`src/rtl/integrator_pkg.sv`:
```
// Shared widths and signed saturation helper for the integral controller.
// Provides default port widths and sat_s(): clamp a 64-bit signed value to w bits.
package integrator_pkg;

   localparam int ADC_WIDTH_DEF = 19;
   localparam int DAC_WIDTH_DEF = 17;

   // Clamp x into [-2^(w-1), 2^(w-1)-1]; caller keeps the low w bits.
   function automatic logic signed [63:0] sat_s(
      input logic signed [63:0] x,
      input int                 w
   );
      logic signed [63:0] hi;
      logic signed [63:0] lo;
      hi = (64'sd1 <<< (w - 1)) - 64'sd1;
      lo = -(64'sd1 <<< (w - 1));
      if (x > hi)
         sat_s = hi;
      else if (x < lo)
         sat_s = lo;
      else
         sat_s = x;
   endfunction

endpackage

```
`src/rtl/integrator_sat_add.sv`:
```
// Signed adder with clamp to the W-bit two's complement range.
// Ports: a, b (W-bit signed operands), y (W-bit signed saturated sum).
module integrator_sat_add #(
   parameter int W = 32
) (
   input  logic signed [W-1:0] a,
   input  logic signed [W-1:0] b,
   output logic signed [W-1:0] y
);

   logic [W:0] sum;

   assign sum = {a[W-1], a} + {b[W-1], b};

   // Top two bits disagree only on overflow; sum[W] is the true sign.
   always_comb begin
      y = sum[W-1:0];
      if (sum[W] != sum[W-1])
         y = sum[W] ? {1'b1, {(W-1){1'b0}}} : {1'b0, {(W-1){1'b1}}};
   end

endmodule

```
`src/rtl/integrator.sv`:
```
// I-only feedback controller: error = adc - setpoint, saturating accumulate, scaled DAC word.
// Ports: clk, rst (async high), adc_valid, integrate, adc_data, setpoint, dac_data (registered).
module integrator
   import integrator_pkg::*;
#(
   parameter int ADC_WIDTH  = ADC_WIDTH_DEF,
   parameter int DAC_WIDTH  = DAC_WIDTH_DEF,
   parameter int ACC_WIDTH  = 32,
   parameter int GAIN_SHIFT = 0
) (
   input  logic                        clk,
   input  logic                        rst,
   input  logic                        adc_valid,
   input  logic                        integrate,
   input  logic signed [ADC_WIDTH-1:0] adc_data,
   input  logic signed [ADC_WIDTH-1:0] setpoint,
   output logic signed [DAC_WIDTH-1:0] dac_data
);

   logic signed [ADC_WIDTH:0]   err;
   logic                        err_valid;
   logic signed [ACC_WIDTH-1:0] acc;
   logic signed [ACC_WIDTH-1:0] err_ext;
   logic signed [ACC_WIDTH-1:0] acc_sum;
   logic signed [63:0]          acc_sh;

   // Stage 1: one extra bit makes the difference exact.
   always_ff @(posedge clk or posedge rst) begin
      if (rst) begin
         err       <= '0;
         err_valid <= 1'b0;
      end else begin
         err_valid <= adc_valid & integrate;
         if (adc_valid)
            err <= {adc_data[ADC_WIDTH-1], adc_data}
                 - {setpoint[ADC_WIDTH-1], setpoint};
      end
   end

   assign err_ext = {{(ACC_WIDTH-ADC_WIDTH-1){err[ADC_WIDTH]}}, err};

   integrator_sat_add #(.W(ACC_WIDTH)) u_sat_add (
      .a (acc),
      .b (err_ext),
      .y (acc_sum)
   );

   // Stage 2: accumulator only moves on gated samples, so it holds otherwise.
   always_ff @(posedge clk or posedge rst) begin
      if (rst)
         acc <= '0;
      else if (err_valid)
         acc <= acc_sum;
   end

   assign acc_sh = 64'(acc >>> GAIN_SHIFT);

   // Stage 3: refreshed every cycle from the held accumulator.
   always_ff @(posedge clk or posedge rst) begin
      if (rst)
         dac_data <= '0;
      else
         dac_data <= DAC_WIDTH'(sat_s(acc_sh, DAC_WIDTH));
   end

endmodule

```
`config.mk`:
```
export PLATFORM = sky130hd
export DESIGN_NAME = integrator
export DESIGN_NICKNAME = d
export VERILOG_FILES = /design/src/rtl/integrator_pkg.sv /design/src/rtl/integrator_sat_add.sv /design/src/rtl/integrator.sv
export SDC_FILE = /design/constraint.sdc
export NUM_CORES = 1
export LEC_CHECK = 0
export CAP_MARGIN = 25
export CORE_UTILIZATION = 58
export DETAILED_ROUTE_END_ITERATION = 8
export GPL_TIMING_DRIVEN = 0
export PLACE_DENSITY = 0.92
export SYNTH_ARGS = -nofsm -noshare
export SYNTH_HDL_FRONTEND = slang
export SYNTH_SLANG_ARGS = --single-unit
```
`constraint.sdc`:
```
create_clock -name clk -period 7.5 [get_ports clk]
set_input_delay 1.5 -clock clk [delete_from_list [all_inputs] [get_ports clk]]
set_output_delay 1.5 -clock clk [all_outputs]
set_load 0.01 [all_outputs]
```
==> summary.md <==
| Metric | Value |
|---|---|
| Sequential area share after synthesis | 30.6% |
| Final Hold Vio Count | 0 |
| Net Count, Synth | 751 |
| WL/cell | 18.6 um |
| Ports | 59 |
| Sw Pwr | 1520 uW |
| Post-CTS resize count | 0 |
| Clock skew | 18.1 ps |
| Initial drt markers | 406 |
| Clock sink count | 70 |
| Pwr per Cell Area | 465 mW/mm^2 |
| Warnings, synthesis | 0 |
| Max-cap violation count | 0 |
| Leading area contributor after synthesis | dfrtp_1 |
| First-pass GRT wire length | 26.1 mm |
| Detailed Routing Iterations Pass 1 | 6 |
| Cell Chain, Critical Path | clkdlybuf4s50_1, inv_1, ha_1, fa_1, nor2b_1, o2111ai_1, o211a_1, o31ai_2, o41a_1, a21oi_1, or4b_1, nand3_1 |
| Comb pwr share | 68.3% |
| CTS tree | done |
| Largest net degree at the start of global routing | 71 |
| Rows | 35 |
| Synth Register Bits | 70 |
| Max-slew violations | 0 |
| Top cells by count, synth | dfrtp_1 (70), a21oi_1 (69), inv_1 (68) |
| Delay of the slowest critical-path stage | 520 ps |
| Area Overhead vs Synth | 16.4% |
| RSZ-0062 raised after global routing | false |
| Switching Share | 49.2% |
| Post-route insts no fill | 859 |
| Worst-Margin Slew | 872 ps |
| Count leader, synth | dfrtp_1 |
| Crit path time final | 4180 ps |
| Layout cells sized above 1 | 9.73% |
| Mapped Area | 0.00572 sq mm |
| CP max-delay cell | or4b_1 |
| Static leakage | 0.00299 uW |
| Vias in the first global route | 5470 |
| DRC viols | 0 |
| Cts bufs inserted | 9 |
| Die Wd | 101 um |
| GRT Residual Overflow | 0 |
| Worst Setup End Kind | flip-flop |
| Area of the core | 0.00942 sq mm |
| RePlAce Congestion | 0.941 |
| Antenna violations before repair | 0 |
| Clock root buffer | clkbuf_8 |
| Critical Path RT | 7790 ps |
| WP data arrival | 4480 ps |
| Post-route ant nets | 0 |
| Max-Slew Margin vs Limit | 41.9% |
| Vias per cell | 6.43 |
| Setup bufs post-CTS | 0 |
| Flop pwr share | 21.3% |
| Placed cell count | 843 |
| DR vias | 5520 |
| Startpoint Class | input port |
| Final setup fails | 0 |
| Port Buffers | 57 |
| Total global routing track utilization | 32.7% |
| Top post-synthesis cells by area | dfrtp_1 (31%), ha_1 (11%), a21oi_1 (6.0%), inv_1 (4.5%), xnor2_1 (4.0%) |
| Max FO, Critical Path | 3 |
| Top cell type's share of synthesized area | 30.6% |
| Hpwl dp | 11.6 mm |
| Highest ir drop seen on vdd | 0.233 mV |
| Crit Path Class | input port to flip-flop |
| Status | completed |
| Overall power | 3100 uW |
| N_diodes | 0 |
| H-tree depth | 3 |
| Peak Freq | 0.239 GHz |
| Post-synth ARST share | 100% |
| Internal power | 1570 uW |
| Count of mapped cells out of synthesis | 656 |
| Clock network power share | 10.4% |
| Post-CTS Hold Fix Bufs | 0 |
| Clk_lat worst skew | 370 ps |
| Fin crit share | 55.8% |
| Nets | 820 |
| Setup TNS Final | 0 ps |
| Post-synth EDFFs | 0 |
| Die height | 101 um |
| Final wirelength | 16.0 mm |
| Reg clk slew, reported paths | 70 ps |
| Synthesized area per cell | 8.72 sq um |
| Synth unique cells | 72 |
| Die area | 0.0103 sq mm |
| Clk buf depth | 2 |
| Starting Density | 60.8% |
| Tightest Hold Check Type | flip-flop to flip-flop |
| Post-synth top flop | dfrtp_1 |
flip-flops by register name (all words and copies together) (netlist names):
register,flops
acc,32
dac_data,17
err,20
err_valid,1
stage by stage:
step                      utilization [%]  hold slack (ps)  cell area (sq um)  worst slack [ps]
after floorplan                         -              472               5720              3790
after global placement               68.5              505               6450              3070
after detailed placement             68.6              504               6460              3000
after CTS                            70.7              520               6660              3360
after global routing                 70.7              546               6660              3160
final                                70.7              516               6660              3320
cell usage in the layout, fill, tap and decap left out, types with 6 or more instances in the layout:
| cell | Yosys | final |
|---|---|---|
| nor3_1 | 6 | 6 |
| a21oi_1 | 69 | 69 |
| clkbuf_1 | 14 | 14 |
| ha_1 | 51 | 51 |
| o21ai_1 | 6 | 6 |
| buf_2 | 8 | 9 |
| o22ai_1 | 26 | 26 |
| buf_6 | 6 | 6 |
| xnor2_1 | 26 | 26 |
| o211ai_1 | 7 | 7 |
| nor2_1 | 35 | 35 |
| clkbuf_8 | 0 | 9 |
| o22ai_2 | 7 | 7 |
| nand2b_1 | 9 | 9 |
| o21ai_0 | 38 | 38 |
| inv_1 | 68 | 67 |
| a21o_1 | 13 | 13 |
| o21a_1 | 22 | 22 |
| clkdlybuf4s50_1 | 0 | 57 |
| mux2_2 | 11 | 11 |
| nand3_1 | 14 | 14 |
| a31oi_1 | 9 | 9 |
| xor2_1 | 9 | 9 |
| nand2_1 | 33 | 33 |
| nand4_1 | 7 | 7 |
| dfrtp_1 | 70 | 70 |
final timing paths:
path	startpoint	end	slack (ps)	cells past startpoint
min in group asynchronous	rst	acc[3]$_DFFE_PP0P_	1670	2
max reg2reg	acc[0]$_DFFE_PP0P_	acc[30]$_DFFE_PP0P_	4080	11
max	adc_data[0]	err[16]$_DFFE_PP0P_	3320	12
min	err[15]$_DFFE_PP0P_	err[15]$_DFFE_PP0P_	520	1
min reg2reg	err[15]$_DFFE_PP0P_	err[15]$_DFFE_PP0P_	520	1
max in group asynchronous	rst	err[12]$_DFFE_PP0P_	5270	2
logic make-up (layout without fill, tap and decap cells):
kind of cell | Yosys count | after routing | share of synthesized area [%]
AO/OA/AOI/OAI | 251 | 251 | 30.0
buffers and inverters | 98 | 172 | 7.46
multiplexers | 15 | 15 | 2.86
flip-flops | 70 | 70 | 30.6
adder cells (fa/ha/maj) | 53 | 53 | 11.9
AND/OR/NAND/NOR | 133 | 133 | 11.6
XOR/XNOR | 36 | 36 | 5.64
worst max-delay path: cells and delay by family:
kind,cells,cell delay [ps]
buffers and inverters,2,490
adders and majority gates,2,630
AOI/OAI and AO/OA,5,1080
and+or+nand+nor,3,780
routing by layer:
| layer | GRT usage [%] | part of all wire, % | vias up |
|---|---|---|---|
| li1 | - | - | 2529 |
| met1 | 40.3 | 40 | 2611 |
| met2 | 55.8 | 49 | 309 |
| met3 | 7.32 | 8.0 | 71 |
| met4 | 12.8 | 3.0 | 0 |
| met5 | 0 | 0 | - |
power groups by stage:
stage	clock network (uW)	registers, uW	logic (uW)
finish	321	660	2120
global route	335	674	2280
CTS	317	656	2060
detailed placement	0	662	2030
global placement	0	653	1940
floorplan	0	645	1510
area by class of cell:
type	count	area, sq um
well taps	129	161
clock buffers	9	124
flip-flops and latches	70	1750
fillers	680	2760
repair buffers	58	576
inverters	68	258
multi-input cells	488	3540
clock inverters	7	73.8
plain buffers	30	171
(Power assumes the default switching activity.)
